## src/rtl/fir_stream_driver_if.sv

```systemverilog
// Stream/coefficient bundle between upstream logic, the host and the FIR input port.
// The slave view belongs to fir_stream_driver; the master view belongs to whatever drives it.
interface fir_stream_driver_if #(
  parameter int DATA_W     = 8,
  parameter int NUM_COEFFS = 3
) ();

  logic signed [DATA_W-1:0]            in_data;
  logic                                in_valid;
  logic                                in_ready;
  logic        [NUM_COEFFS*DATA_W-1:0] coef_data;
  logic                                coef_req;
  logic                                coef_busy;
  logic signed [DATA_W-1:0]            x_n;
  logic                                s_axis_fir_tvalid;
  logic                                s_set_coeffs;
  logic                                overflow;

  modport slave (
    input  in_data, in_valid, coef_data, coef_req,
    output in_ready, coef_busy, x_n, s_axis_fir_tvalid, s_set_coeffs, overflow
  );

  modport master (
    output in_data, in_valid, coef_data, coef_req,
    input  in_ready, coef_busy, x_n, s_axis_fir_tvalid, s_set_coeffs, overflow
  );

endinterface

```

## src/rtl/fir_stream_driver.sv

```systemverilog
// Source-side controller for the adaptive-coefficient FIR: buffers samples in a
// small FIFO and frames them onto x_n, inserting the coefficient-load sequence
// (coefficient 0 first) whenever the host requests it.
module fir_stream_driver #(
  parameter int DATA_W     = 8,
  parameter int NUM_COEFFS = 3,
  parameter int FIFO_DEPTH = 4
) (
  input  logic               clk,
  input  logic               reset,
  fir_stream_driver_if.slave bus
);

  localparam int PTR_W = (FIFO_DEPTH > 1) ? $clog2(FIFO_DEPTH) : 1;
  localparam int CNT_W = PTR_W + 1;
  localparam int K_W   = (NUM_COEFFS > 1) ? $clog2(NUM_COEFFS) : 1;
  localparam logic [K_W-1:0]   LAST_K    = K_W'(NUM_COEFFS - 1);
  localparam logic [CNT_W-1:0] FULL_CNT  = CNT_W'(FIFO_DEPTH);

  typedef enum logic [0:0] {
    ST_STREAM = 1'b0,
    ST_LOAD   = 1'b1
  } state_e;

  state_e                          state_q, state_d;
  logic        [K_W-1:0]           k_q, k_d;
  logic        [NUM_COEFFS*DATA_W-1:0] shadow_q, shadow_d;
  logic                            busy_q, busy_d;
  logic                            overflow_q, overflow_d;
  logic signed [DATA_W-1:0]        x_n_q, x_n_d;
  logic                            tvalid_q, tvalid_d;
  logic                            set_q, set_d;

  logic signed [DATA_W-1:0]        mem_q [FIFO_DEPTH];
  logic        [PTR_W-1:0]         wr_ptr_q, wr_ptr_d;
  logic        [PTR_W-1:0]         rd_ptr_q, rd_ptr_d;
  logic        [CNT_W-1:0]         count_q, count_d;

  logic                            fifo_full;
  logic                            fifo_empty;
  logic                            push;
  logic                            pop;

  assign fifo_full  = (count_q == FULL_CNT);
  assign fifo_empty = (count_q == {CNT_W{1'b0}});
  // A full FIFO refuses input; the refused sample is dropped and flagged.
  assign push       = bus.in_valid && !fifo_full;

  assign bus.in_ready          = !fifo_full;
  assign bus.coef_busy         = busy_q;
  assign bus.overflow          = overflow_q;
  assign bus.x_n               = x_n_q;
  assign bus.s_axis_fir_tvalid = tvalid_q;
  assign bus.s_set_coeffs      = set_q;

  // Next-state and output decode for the STREAM/LOAD sequencer.
  always_comb begin
    state_d  = state_q;
    k_d      = k_q;
    shadow_d = shadow_q;
    x_n_d    = {DATA_W{1'b0}};
    tvalid_d = 1'b0;
    set_d    = 1'b0;
    pop      = 1'b0;
    case (state_q)
      ST_STREAM: begin
        // busy_q is still high for one STREAM cycle after a load; a request
        // arriving then is dropped rather than queued.
        if (bus.coef_req && !busy_q) begin
          shadow_d = bus.coef_data;
          k_d      = {K_W{1'b0}};
          state_d  = ST_LOAD;
        end else if (!fifo_empty) begin
          pop      = 1'b1;
          x_n_d    = mem_q[rd_ptr_q];
          tvalid_d = 1'b1;
        end else begin
          x_n_d    = {DATA_W{1'b0}};
          tvalid_d = 1'b0;
        end
      end
      ST_LOAD: begin
        x_n_d = shadow_q[int'(k_q)*DATA_W +: DATA_W];
        set_d = 1'b1;
        if (k_q == LAST_K) begin
          k_d     = {K_W{1'b0}};
          state_d = ST_STREAM;
        end else begin
          k_d     = k_q + K_W'(1);
        end
      end
      default: begin
        state_d = ST_STREAM;
        k_d     = {K_W{1'b0}};
      end
    endcase
    // Busy covers the request edge through the last strobe, so it falls
    // together with s_set_coeffs.
    busy_d     = (state_d == ST_LOAD) || (state_q == ST_LOAD);
    overflow_d = overflow_q || (bus.in_valid && fifo_full);
  end

  // FIFO pointer and occupancy next-state; pointers wrap at the power-of-two depth.
  always_comb begin
    wr_ptr_d = wr_ptr_q;
    rd_ptr_d = rd_ptr_q;
    count_d  = count_q;
    if (push) begin
      wr_ptr_d = wr_ptr_q + PTR_W'(1);
    end else begin
      wr_ptr_d = wr_ptr_q;
    end
    if (pop) begin
      rd_ptr_d = rd_ptr_q + PTR_W'(1);
    end else begin
      rd_ptr_d = rd_ptr_q;
    end
    case ({push, pop})
      2'b10:   count_d = count_q + CNT_W'(1);
      2'b01:   count_d = count_q - CNT_W'(1);
      default: count_d = count_q;
    endcase
  end

  // Sequencer, registered FIR-side outputs and sticky flags.
  always_ff @(posedge clk) begin
    if (reset) begin
      state_q    <= ST_STREAM;
      k_q        <= {K_W{1'b0}};
      shadow_q   <= {(NUM_COEFFS*DATA_W){1'b0}};
      busy_q     <= 1'b0;
      overflow_q <= 1'b0;
      x_n_q      <= {DATA_W{1'b0}};
      tvalid_q   <= 1'b0;
      set_q      <= 1'b0;
    end else begin
      state_q    <= state_d;
      k_q        <= k_d;
      shadow_q   <= shadow_d;
      busy_q     <= busy_d;
      overflow_q <= overflow_d;
      x_n_q      <= x_n_d;
      tvalid_q   <= tvalid_d;
      set_q      <= set_d;
    end
  end

  // FIFO pointers and occupancy; reset flushes the buffer.
  always_ff @(posedge clk) begin
    if (reset) begin
      wr_ptr_q <= {PTR_W{1'b0}};
      rd_ptr_q <= {PTR_W{1'b0}};
      count_q  <= {CNT_W{1'b0}};
    end else begin
      wr_ptr_q <= wr_ptr_d;
      rd_ptr_q <= rd_ptr_d;
      count_q  <= count_d;
    end
  end

  // FIFO storage; contents are don't-care until written, so no reset.
  always_ff @(posedge clk) begin
    if (push && !reset) begin
      mem_q[wr_ptr_q] <= bus.in_data;
    end
  end

endmodule

```

## src/flat_wrapper.sv

```systemverilog
// flat-port wrapper written by rule: the top's interface ports become plain ports
module fir_stream_driver_flat 
#(
  parameter int DATA_W     = 8,
  parameter int NUM_COEFFS = 3,
  parameter int FIFO_DEPTH = 4
)
  (clk, reset, bus_in_data, bus_in_valid, bus_coef_data, bus_coef_req, bus_in_ready, bus_coef_busy, bus_x_n, bus_s_axis_fir_tvalid, bus_s_set_coeffs, bus_overflow);
  fir_stream_driver_if #(.DATA_W(DATA_W), .NUM_COEFFS(NUM_COEFFS)) bus_i ();
  input  logic clk;
  input  logic reset;
  input wire logic [$bits(bus_i.in_data)-1:0] bus_in_data;
  input wire logic [$bits(bus_i.in_valid)-1:0] bus_in_valid;
  input wire logic [$bits(bus_i.coef_data)-1:0] bus_coef_data;
  input wire logic [$bits(bus_i.coef_req)-1:0] bus_coef_req;
  output wire logic [$bits(bus_i.in_ready)-1:0] bus_in_ready;
  output wire logic [$bits(bus_i.coef_busy)-1:0] bus_coef_busy;
  output wire logic [$bits(bus_i.x_n)-1:0] bus_x_n;
  output wire logic [$bits(bus_i.s_axis_fir_tvalid)-1:0] bus_s_axis_fir_tvalid;
  output wire logic [$bits(bus_i.s_set_coeffs)-1:0] bus_s_set_coeffs;
  output wire logic [$bits(bus_i.overflow)-1:0] bus_overflow;
  assign bus_i.in_data = bus_in_data;
  assign bus_i.in_valid = bus_in_valid;
  assign bus_i.coef_data = bus_coef_data;
  assign bus_i.coef_req = bus_coef_req;
  assign bus_in_ready = bus_i.in_ready;
  assign bus_coef_busy = bus_i.coef_busy;
  assign bus_x_n = bus_i.x_n;
  assign bus_s_axis_fir_tvalid = bus_i.s_axis_fir_tvalid;
  assign bus_s_set_coeffs = bus_i.s_set_coeffs;
  assign bus_overflow = bus_i.overflow;
  fir_stream_driver #(.DATA_W(DATA_W), .NUM_COEFFS(NUM_COEFFS), .FIFO_DEPTH(FIFO_DEPTH)) u_core (.clk(clk), .reset(reset), .bus(bus_i));
endmodule
```

## config.mk

```make
export PLATFORM = sky130hd
export DESIGN_NAME = fir_stream_driver_flat
export DESIGN_NICKNAME = d
export VERILOG_FILES = /design/src/rtl/fir_stream_driver_if.sv /design/src/rtl/fir_stream_driver.sv /design/src/flat_wrapper.sv
export SDC_FILE = /design/constraint.sdc
export NUM_CORES = 1
export LEC_CHECK = 0
export ABC_CLOCK_PERIOD_IN_PS = 3700
export CAP_MARGIN = 40
export CORE_MARGIN = 4
export CORE_UTILIZATION = 40
export CTS_CLUSTER_DIAMETER = 50
export DETAILED_ROUTE_END_ITERATION = 12
export GPL_TIMING_DRIVEN = 1
export PLACE_DENSITY = 0.69
export SKIP_CTS_REPAIR_TIMING = 1
export SLEW_MARGIN = 20
export SYNTH_ARGS = -nofsm -noshare
export SYNTH_HDL_FRONTEND = slang
export SYNTH_SLANG_ARGS = --single-unit
```

## constraint.sdc

```tcl
create_clock -name clk -period 3.7 [get_ports clk]
set_clock_uncertainty 0.2 [all_clocks]
set_input_delay 0.555 -clock clk [delete_from_list [all_inputs] [get_ports clk]]
set_output_delay 0.555 -clock clk [all_outputs]
set_load 0.005 [all_outputs]
```

==> implementation parameters <==
Parameter                              Value

Run status
  Status    complete, no violations

Detailed routing
  DRC    0
  Average routed wire per standard cell    around 14 um
  Total wire length    5840 um
  Number of nets with antenna violations after routing    0
  First-pass iteration count of the detailed router    4
  Total number of vias    2,041
  Detailed Route Iter0 Violations    65
  Routed vias/inst    ~4.9

Critical path
  Critical setup path kind    input port to register
  CP Launch Type    input port
  Logic depth of the worst register-to-register path    9
  Slack of the worst reg-to-reg path    ~1.3 ns
  Endpoint class of the critical path    register
  Critical Path AT    2.73 ns
  Critical path fanouts, max    6
  Worst reg2reg startpoint    u_core.count_q[2]$_SDFFE_PP0P_
  Crit Reg-Reg Endpoint    u_core.count_q[2]$_SDFFE_PP0P_
  Required time worst endpoint    roughly 3.8 ns

Global routing
  Number of antenna violations at the first check in global routing    0
  All-Layer GR Usage    roughly 14%
  Total global routing overflow    0
  Maximum number of pins on one net before global-route repair    39
  Wire length of the first global-routing pass    about 9500 um
  Vias in the first global route    2,089

Logic synthesis
  Number of instances in the synthesized netlist    between 200 and 300
  Yosys warns    0
  Per-instance average area after synthesis    ~12 um2
  Seq cells post-synth    80
  Netlist area before placement    ~3100 um2
  Yosys cell types    39
  Fraction of post-synthesis cell area in the top cell type by area    30.6%
  Net count after synthesis    306
  Largest area contributor in the netlist    sky130_fd_sc_hd__dfxtp_1
  Leading cell types by total area after synthesis    sky130_fd_sc_hd__dfxtp_1, sky130_fd_sc_hd__edfxtp_1, sky130_fd_sc_hd__nand2_1
  Share of the yosys chip area belonging to registers    61.3%

Floorplan
  IO Count    just under 50
  Vert. Die Dim    approximately 97 um
  Die area    9320 um2
  Die width    roughly 97 um
  Number of standard-cell rows in the floorplan    32
  Starting density of the core    between 40% and 50%
  Core region area    7690 um2

Power and ir drop
  Sequential fraction of design power    55.1%
  Power per cell area    a little over 500 nW/um2
  Part of the total power dissipated in combinational logic    a little under a fifth
  Share of total power consumed by net switching    around a quarter
  Power share of the clock group    26.5%
  Net switching component of the power    0.503 mW
  Int Power    about 1.4 mW
  Worst ir drop on vdd    between 200 and 250 uV
  Static leakage    1.30 nW

Flow run
  Number of violations of the max-capacitance limit    0

Timing
  Worst Tran Pin Value    0.778 ns
  Final worst path period need    2.66 ns
  Pins over their slew limit    0
  Final worst-path cycle share    a little under three quarters
  Setup TNS    0 ns
  Hold Violations, Final    0
  Number of endpoints failing setup at the final stage    0
  Worst slew margin relative to its limit    about half
  Highest clock frequency the design can meet    ~0.38 GHz
  Setup repair after global routing missed its margin    no

Clocking
  Largest buffer count on any clock path    2
  Number of H-tree branching levels    3
  Number of buffers added by the clock tree synthesis step    9
  Latest clock arrival within the worst-skew pair    roughly 0.34 ns
  Clk slew on worst S/H paths    around 0.07 ns
  TritonCTS Sinks    80
  Clock tree from TritonCTS    built
  Root Buffer    sky130_fd_sc_hd__clkbuf_8

Placed design
  Detailed-placement wirelength estimate    approximately 4200 um
  Last weighted congestion value of the routability-driven placer    ~0.74
  Placed Cells incl. Taps    approximately 400
  Port-buffer cells    48

Finish
  Share of final-layout standard cells stronger than drive strength 1    slightly above 8%
  Number of diodes    0
  P&R area growth vs syn    22.3%
  Count of placed standard cells in the final layout, fillers left out    approximately 420
  Layout net count    352

Hold path
  Hold_sp    u_core.shadow_q[21]$_SDFFE_PP0P_
  Kind of path behind the tightest hold check    register to register
  Hold Crit Depth    2
  Hold Path End    u_core.shadow_q[21]$_SDFFE_PP0P_
==> metrics by stage <==
stage	power [mW]	hold slack [ns]	setup slack [ns]	area (um2)	util (%)
2_1_floorplan	1.31	0.236	1.35	3140	-
3_3_place_gp	1.44	0.242	0.763	3680	47.9
3_5_place_dp	1.45	0.248	0.711	3680	47.9
4_1_cts	1.96	0.258	1.07	3840	49.9
5_1_grt	2.05	0.276	0.947	3840	49.9
6_report	1.94	0.255	1.04	3840	49.9
==> cells in the mapped netlist <==
| cell type | count |
|---|---|
| sky130_fd_sc_hd__nand2_1 | 50 |
| sky130_fd_sc_hd__dfxtp_1 | 48 |
| sky130_fd_sc_hd__a21oi_1 | 32 |
| sky130_fd_sc_hd__edfxtp_1 | 32 |
| sky130_fd_sc_hd__a22o_1 | 8 |
| sky130_fd_sc_hd__inv_1 | 8 |
| sky130_fd_sc_hd__mux2i_1 | 8 |
| sky130_fd_sc_hd__mux4_2 | 8 |
| sky130_fd_sc_hd__nor2_1 | 8 |
| sky130_fd_sc_hd__buf_2 | 7 |
| sky130_fd_sc_hd__o2bb2ai_1 | 7 |
| sky130_fd_sc_hd__clkbuf_1 | 5 |
| sky130_fd_sc_hd__ha_1 | 5 |
| sky130_fd_sc_hd__and2_1 | 4 |
| sky130_fd_sc_hd__nand3_1 | 3 |
| sky130_fd_sc_hd__nor2b_1 | 3 |
| sky130_fd_sc_hd__o21ai_0 | 3 |
| sky130_fd_sc_hd__nor3_1 | 2 |
| sky130_fd_sc_hd__nor3b_2 | 2 |
| sky130_fd_sc_hd__xor2_1 | 2 |
| sky130_fd_sc_hd__a211oi_1 | 1 |
| sky130_fd_sc_hd__a31oi_1 | 1 |
| sky130_fd_sc_hd__buf_1 | 1 |
| sky130_fd_sc_hd__buf_4 | 1 |
| sky130_fd_sc_hd__buf_6 | 1 |
| sky130_fd_sc_hd__fa_1 | 1 |
| sky130_fd_sc_hd__mux2_1 | 1 |
| sky130_fd_sc_hd__nand2b_1 | 1 |
| sky130_fd_sc_hd__nand3b_1 | 1 |
| sky130_fd_sc_hd__nor2_2 | 1 |
| sky130_fd_sc_hd__nor3_2 | 1 |
| sky130_fd_sc_hd__nor3b_1 | 1 |
| sky130_fd_sc_hd__nor4_4 | 1 |
| sky130_fd_sc_hd__nor4b_1 | 1 |
| sky130_fd_sc_hd__o22ai_1 | 1 |
| sky130_fd_sc_hd__o31ai_1 | 1 |
| sky130_fd_sc_hd__or3_1 | 1 |
| sky130_fd_sc_hd__or3b_1 | 1 |
| sky130_fd_sc_hd__or4_1 | 1 |
==> final cells by class <==
| cell class | instances | area (um2) |
|---|---|---|
| clock inverters | 4 | 22.5 |
| flip-flops and latches | 80 | 1920 |
| repair buffers | 50 | 495 |
| inverters | 8 | 30.0 |
| fillers | 685 | 3850 |
| well taps | 102 | 128 |
| clock buffers | 11 | 131 |
| multi-input cells | 161 | 1110 |
==> state kept, by name, summed over array words and instances, names as in the netlist, 2 cells and up, named ones only <==
| signal | flops |
|---|---|
| u_core.rd_ptr_q | 2 |
| u_core.wr_ptr_q | 2 |
| u_core.mem_q | 32 |
| u_core.shadow_q | 24 |
| u_core.count_q | 3 |
| u_core.k_q | 2 |
| u_core.bus.x_n | 8 |
==> cell usage in the layout, fill, tap and decap left out, drive strengths merged, types with 2 or more instances in the layout <==
cell	instances
dfxtp	48
edfxtp	32
clkbuf	11
ha	5
clkdlybuf4s50	48
o2bb2ai	7
inv	8
buf	2
nand3	3
xor2	2
clkinvlp	2
nand2	50
a21oi	32
o21ai	3
clkinv	2
nor2b	3
mux2i	8
nor3b	3
nor2	9
nor3	3
a22o	8
mux4	8
and2	4
==> worst max-delay path, stage by stage <==
cell and delay, ns:
sky130_fd_sc_hd__clkdlybuf4s50_1 0.44, sky130_fd_sc_hd__nor2b_1 0.22, sky130_fd_sc_hd__nor3_1 0.27, sky130_fd_sc_hd__ha_1 0.23, sky130_fd_sc_hd__inv_1 0.06, sky130_fd_sc_hd__fa_1 0.37, sky130_fd_sc_hd__xor2_1 0.15, sky130_fd_sc_hd__or3_1 0.30
sky130_fd_sc_hd__a21oi_1 0.13
==> how the worst max path moves through the flow <==
stage                      start                             end  slack [ns]  cells after the start
global route        bus_coef_req  u_core.count_q[2]$_SDFFE_PP0P_        0.95                      9
global placement    bus_coef_req  u_core.count_q[2]$_SDFFE_PP0P_        0.76                      9
floorplan           bus_coef_req  u_core.count_q[2]$_SDFFE_PP0P_        1.35                      8
CTS                 bus_coef_req  u_core.count_q[2]$_SDFFE_PP0P_        1.07                      9
finish              bus_coef_req  u_core.count_q[2]$_SDFFE_PP0P_        1.04                      9
detailed placement  bus_coef_req  u_core.count_q[2]$_SDFFE_PP0P_        0.71                      9
==> power by group through the flow <==
stage | Combinational, mW | Sequential, mW | Clock, mW
after global routing | 0.400 | 1.08 | 0.569
final | 0.356 | 1.07 | 0.513
after CTS | 0.360 | 1.07 | 0.534
after global placement | 0.351 | 1.09 | 0
after floorplan | 0.261 | 1.05 | 0
after detailed placement | 0.358 | 1.09 | 0
==> routing by layer <==
| metal | GRT usage (%) | routed length [um] |
|---|---|---|
| met1 | 16.7 | 2660 |
| met2 | 22.3 | 2710 |
| met3 | 2.87 | 309 |
| met4 | 7.36 | 167 |
| met5 | 0 | 0 |
==> cell families after synthesis <==
kind of cell	synth area share [%]
flops	61.3
xor+xnor	0.559
mux	8.66
simple gates	12.8
fa+ha+maj	2.63
buf+inv	3.39
compound gates	10.7
(Power assumes the default switching activity.)
==> variant 1 (same settings) <==
Reset style: asynchronous (`reset`), changed in 2 clocked blocks.
--- a/src/rtl/fir_stream_driver.sv
+++ b/src/rtl/fir_stream_driver.sv
@@ -123,7 +123,7 @@
   end
 
   // Sequencer, registered FIR-side outputs and sticky flags.
-  always_ff @(posedge clk) begin
+  always_ff @(posedge clk or posedge reset) begin
     if (reset) begin
       state_q    <= ST_STREAM;
       k_q        <= {K_W{1'b0}};
@@ -146,7 +146,7 @@
   end
 
   // FIFO pointers and occupancy; reset flushes the buffer.
-  always_ff @(posedge clk) begin
+  always_ff @(posedge clk or posedge reset) begin
     if (reset) begin
       wr_ptr_q <= {PTR_W{1'b0}};
       rd_ptr_q <= {PTR_W{1'b0}};
Check against the original RTL: differs if reset is asserted again (counterexample within 4 cycles, from zero or initial values and one cycle with reset high); with reset held inactive, the same outputs for 10 cycles.
==> variant 1 against the original RTL <==
Count of clock-buffer cells in the layout decreased by 2; global-route usage down 0.70 points; design area rose by 2.6%; sequential share of layout area increased by 3.6 points; core utilization is 1.0 points higher; non-clock buffer count did not move; sequential cell count shrank 2; maximum frequency rose by 8.1%; cell count fell by 17%; routed wire length down 2.3%; setup slack better by 0.20 ns; critical path depth down 7; area after synthesis up 1.9%; largest cell class unchanged.
Power is not compared: it rests on default switching activity, and its combinational part moved more than twofold at a synthesized area within 25%.
==> variant 1: results (changes against the original RTL) <==
stage,metric,value,unit,change
outcome,status,completed,,
drt,met3 routed WL,215,um,-30%
setup_path,worst path arrival time,1.71,ns,-1.02 ns
place,Detailed Place HPWL,4110,um,-1.5%
setup_path,Crit path max-delay family,flip-flops,,
synthesis,synth cell count leaders,"dfrtp_1, edfxtp_1, mux2_1",,
final_layout,ant diodes,0,,unchanged
drt,met1 wire length,2519,um,-5.1%
sta,Slew @ Worst Pin,0.6725,ns,-0.1059 ns
hold_path,worst hold path class,flip-flop to flip-flop,,
drt,Pre-antenna DRT Iters,4,,unchanged
setup_path,critical path type,flip-flop to output pin,,
grt,pin count of the biggest net entering global routing,47,,+21%
setup_path,max incr delay on CP,0.46,ns,+0.02 ns
drt,vias,1698,,-17%
final_layout,max FFs per register,32,,unchanged
place,port bufs,48,,unchanged
clocking,clock buffer count from CTS,9,,unchanged
grt,vias in the first global route,1860,,-11%
drt,top sig layer,met4,,
pwr,Pleak,1.531,nW,
synthesis,synthesized net count,229,,-25%
synthesis,Most used DFF post-synth,dfrtp_1,,
setup_path,critical path capture point,bus_in_ready,,
place,routability cong.,0.7487,,+0.82%
drt,Iter 0 DRT Violations,73,,+12%
final_layout,layout cells sized above 1,13.52,%,+5.2 points
synthesis,Yosys warning count,0,,unchanged
clocking,register clock-pin slew on the reported worst setup and hold paths,0.08,ns,
synthesis,"Seq/Total Area, Yosys",66.12,%,+4.8 points
grt,Total GRT Usage,12.89,%,-0.70 points
synthesis,"FFs w/ async S/R, synth",58.97,%,+59 points
drt,Wirelength per Cell,16.49,um,+18%
final_layout,Largest Register,u_core.mem_q,,
setup_path,Critical R2R Launch,u_core.count_q[2]$_DFFE_PP0P_,,
setup_path,Worst path slowest cell,dfrtp_1,,
clocking,root buf cell,clkbuf_8,,
drt,met2 wire length,2868,um,+6.0%
clocking,CTS Buffer Depth,2,,unchanged
setup_path,worst r2r path cells,8,,-1
grt,first-pass GRT wire length,9418,um,-1.3%
pwr,maximum vdd drop,0.2933,mV,
final_layout,final net count,281,,-20%
setup_path,FF-to-FF setup slack,1.32,ns,-0.02 ns
clocking,number of H-tree levels,3,,unchanged
synthesis,synth top area cells,"dfrtp_1, edfxtp_1, mux2_1, mux4_2, mux2i_1",,
grt,initial antenna violation count,0,,unchanged
synthesis,Post-synth EDFFs,32,,unchanged
final_layout,fillers,665,,-2.9%
synthesis,"Distinct cells, synth",33,,-15%
setup_path,worst-path fanout max,4,,-2
setup_path,FF-to-FF End,u_core.count_q[2]$_DFFE_PP0P_,,
clocking,clock latency on the worst-skew pair,0.35,ns,
## variant 1: cell types whose count changed after synthesis, moves of 3 or more
cell / delta
a21oi_1: -31
buf_2: -6
dfrtp_1: +46
dfxtp_1: -48
mux2_1: +24
nand2_1: -48
nand3_1: -3
nor2_1: -5
o21ai_0: -3
## variant 1: logic make-up after synthesis
logic type                 Yosys count  share of synthesized area [%]
AOI/OAI and AO/OA                   19                          5.053
xor gates and xnor gates             6                          1.645
adders and majority gates            6                          2.585
buffers and inverters               16                          2.507
DFF                                 78                          66.12
muxes                               43                          17.59
and+or+nand+nor                     19                          4.505
## variant 1: worst register-to-register path, delay by kind of cell (launching register included)
kind,cells,cell delay (ns)
flops,1,0.46
xor+xnor,2,0.34
buf+inv,1,0.06
fa+ha+maj,2,0.56
simple gates,3,0.69
## variant 1: layout make-up
type	count	area, um2	share of cell area (%)
clock buffer	9	123.9	3.147
clock inverter	7	48.80	1.240
inverter	7	26.28	0.6675
multi-input combinational	93	1002	25.46
sequential	78	2112	53.66
tap	102	127.6	3.242
timing repair buffer	50	495.5	12.59
## variant 1: per-layer routing
metal	up-vias	global-route usage, %
met5	-	0
met1	862	16.47
met4	0	5.431
met2	32	20.56
met3	10	3.733
li1	794	-
## variant 1: worst min-delay path by stage
stage | from | depth (start not counted) | to
global route | u_core.shadow_q[20]$_DFFE_PP0P_ | 1 | u_core.shadow_q[20]$_DFFE_PP0P_
global placement | u_core.shadow_q[5]$_DFFE_PP0P_ | 1 | u_core.shadow_q[5]$_DFFE_PP0P_
CTS | u_core.shadow_q[19]$_DFFE_PP0P_ | 1 | u_core.shadow_q[19]$_DFFE_PP0P_
finish | u_core.shadow_q[19]$_DFFE_PP0P_ | 1 | u_core.shadow_q[19]$_DFFE_PP0P_
detailed placement | u_core.shadow_q[6]$_DFFE_PP0P_ | 1 | u_core.shadow_q[6]$_DFFE_PP0P_
floorplan | u_core.state_q$_DFF_PP0_ | 0 | u_core.bus.s_set_coeffs$_DFF_PP0_
## variant 1: metrics by stage
step	instances	cell area [um2]	hold slack, ns	worst slack [ns]	total power (W)
finish	346	3936	0.2873	1.239	0.002955
global route	346	3936	0.3003	1.167	0.003162
CTS	346	3936	0.2928	1.215	0.003002
detailed placement	330	3764	0.2740	0.8909	0.002452
global placement	330	3764	0.2667	1.036	0.002396
floorplan	187	3194	0.1487	0.9923	0.002079
## variant 1: power by group
part	leakage (nW)	switching, W	internal, W
clock network	0.0793	0.000310	0.000243
registers	0.840	0.000266	0.00120
logic	0.611	0.000374	0.000565
total	1.53	0.000950	0.00200
==> variant 2 (same flow settings) <==
Made on the original files. `FIFO_DEPTH` is set to 4 in 2 places; all go to 2.
--- a/src/rtl/fir_stream_driver.sv
+++ b/src/rtl/fir_stream_driver.sv
@@ -4,7 +4,7 @@
 module fir_stream_driver #(
   parameter int DATA_W     = 8,
   parameter int NUM_COEFFS = 3,
-  parameter int FIFO_DEPTH = 4
+  parameter int FIFO_DEPTH = 2
 ) (
   input  logic               clk,
   input  logic               reset,
--- a/src/flat_wrapper.sv
+++ b/src/flat_wrapper.sv
@@ -3,7 +3,7 @@
 #(
   parameter int DATA_W     = 8,
   parameter int NUM_COEFFS = 3,
-  parameter int FIFO_DEPTH = 4
+  parameter int FIFO_DEPTH = 2
 )
   (clk, reset, bus_in_data, bus_in_valid, bus_coef_data, bus_coef_req, bus_in_ready, bus_coef_busy, bus_x_n, bus_s_axis_fir_tvalid, bus_s_set_coeffs, bus_overflow);
   fir_stream_driver_if #(.DATA_W(DATA_W), .NUM_COEFFS(NUM_COEFFS)) bus_i ();
Check against the original RTL: not equivalent (a bounded check fails within 4 cycles, from zero or initial values and one cycle with reset high).
==> variant 2 against the original RTL <==
Area after synthesis decreased by 28%; routed wire length decreased by 19%; setup slack improved by 0.30 ns; synthesized cell count decreased by 16%; via count decreased by 19%; sequential cell count decreased by 20; total power decreased by 17%; critical path depth decreased by 3; design area decreased by 22%; global-route usage increased by 1.1 points.
==> variant 2: results (changes against the original RTL) <==
stage,metric,value,unit,change
setup_path,FF-to-FF End,u_core.count_q[1]$_SDFFE_PP0P_,,
grt,vias in the first global route,1591,,-24%
synthesis,synth cell count leaders,"nand2_1, dfxtp_1, a21oi_1",,
setup_path,worst r2r path cells,5,,-4
pwr,Pleak,1.058,nW,-18%
grt,first-pass GRT wire length,7762,um,-19%
outcome,status,completed,,
place,Detailed Place HPWL,3271,um,-22%
final_layout,max FFs per register,24,,-25%
setup_path,FF-to-FF setup slack,1.68,ns,+0.34 ns
drt,Routed WL,4715,um,-19%
grt,Total GRT Usage,14.71,%,+1.1 points
final_layout,layout cells sized above 1,8.602,%,+0.32 points
drt,Iter 0 DRT Violations,114,,+75%
synthesis,synth top area cells,"dfxtp_1, edfxtp_1, nand2_1, mux2i_1, a21oi_1",,
setup_path,worst path arrival time,2.42,ns,-0.31 ns
final_layout,final net count,311,,-12%
sta,Hold Slack,0.2542,ns,-0.001274 ns
place,routability cong.,0.7359,,-0.90%
pwr,sequential share of power,49.7,%,-5.4 points
hold_path,hold wc startpoint,u_core.shadow_q[15]$_SDFFE_PP0P_,,
synthesis,"Seq/Total Area, Yosys",60.51,%,-0.78 points
drt,met2 wire length,2180,um,-19%
pwr,maximum vdd drop,0.2642,mV,+30%
drt,met1 wire length,2118,um,-20%
sta,Max-slew headroom,48.00,%,-0.11 points
synthesis,"Distinct cells, synth",29,,-26%
synthesis,Post-synth EDFFs,16,,-50%
hold_path,hold endpoint,u_core.bus.x_n[7]$_SDFF_PP0_,,
variant 2: cell types whose count changed after synthesis, sizes merged, moves of 4 or more:
cell     change
a21oi        -4
a22o         -8
and2         -4
buf          -4
dfxtp        -4
edfxtp      -16
ha           -4
mux2i        +8
mux4         -8
nand2        +7
o221ai       +8
o2bb2ai      -7
variant 2: critical path: cells and delay by family:
family | cells | cell delay, ns
and+or+nand+nor | 3 | 0.95
buffers and inverters | 1 | 0.44
adders and majority gates | 1 | 0.35
AOI/OAI and AO/OA | 1 | 0.13
variant 2: routing by layer:
| metal | vias to the layer above | track usage (%) |
|---|---|---|
| met2 | 47 | 21.50 |
| met1 | 732 | 18.38 |
| li1 | 868 | - |
| met3 | 11 | 4.861 |
| met5 | - | 0 |
| met4 | 0 | 9.807 |
variant 2: cell type report:
cell class,count,area [um2],area share (%)
Multi-Input combinational cell,144,818.3,27.32
Clock buffer,15,176.4,5.890
Inverter,5,18.77,0.6266
Tap cell,72,90.09,3.008
Clock inverter,1,5.005,0.1671
Timing Repair Buffer,54,525.5,17.54
Sequential cell,60,1361,45.45
variant 2: cell families after synthesis:
logic type      count (synthesis)  synth area share [%]
compound gates                 41                 10.90
flops                          60                 60.51
simple gates                   82                 16.02
mux                            18                 8.120
fa+ha+maj                       1                0.5561
xor+xnor                        2                0.7788
buf+inv                        18                 3.115
variant 2: per-stage QoR:
step | total power (W) | instance area (um2) | std cells | setup slack (ns)
floorplan | 0.0009654 | 2250 | 222 | 1.643
detailed placement | 0.001095 | 2814 | 335 | 0.9826
global route | 0.001697 | 2995 | 351 | 1.245
CTS | 0.001630 | 2995 | 351 | 1.332
global placement | 0.001087 | 2814 | 335 | 1.106
finish | 0.001607 | 2995 | 351 | 1.340
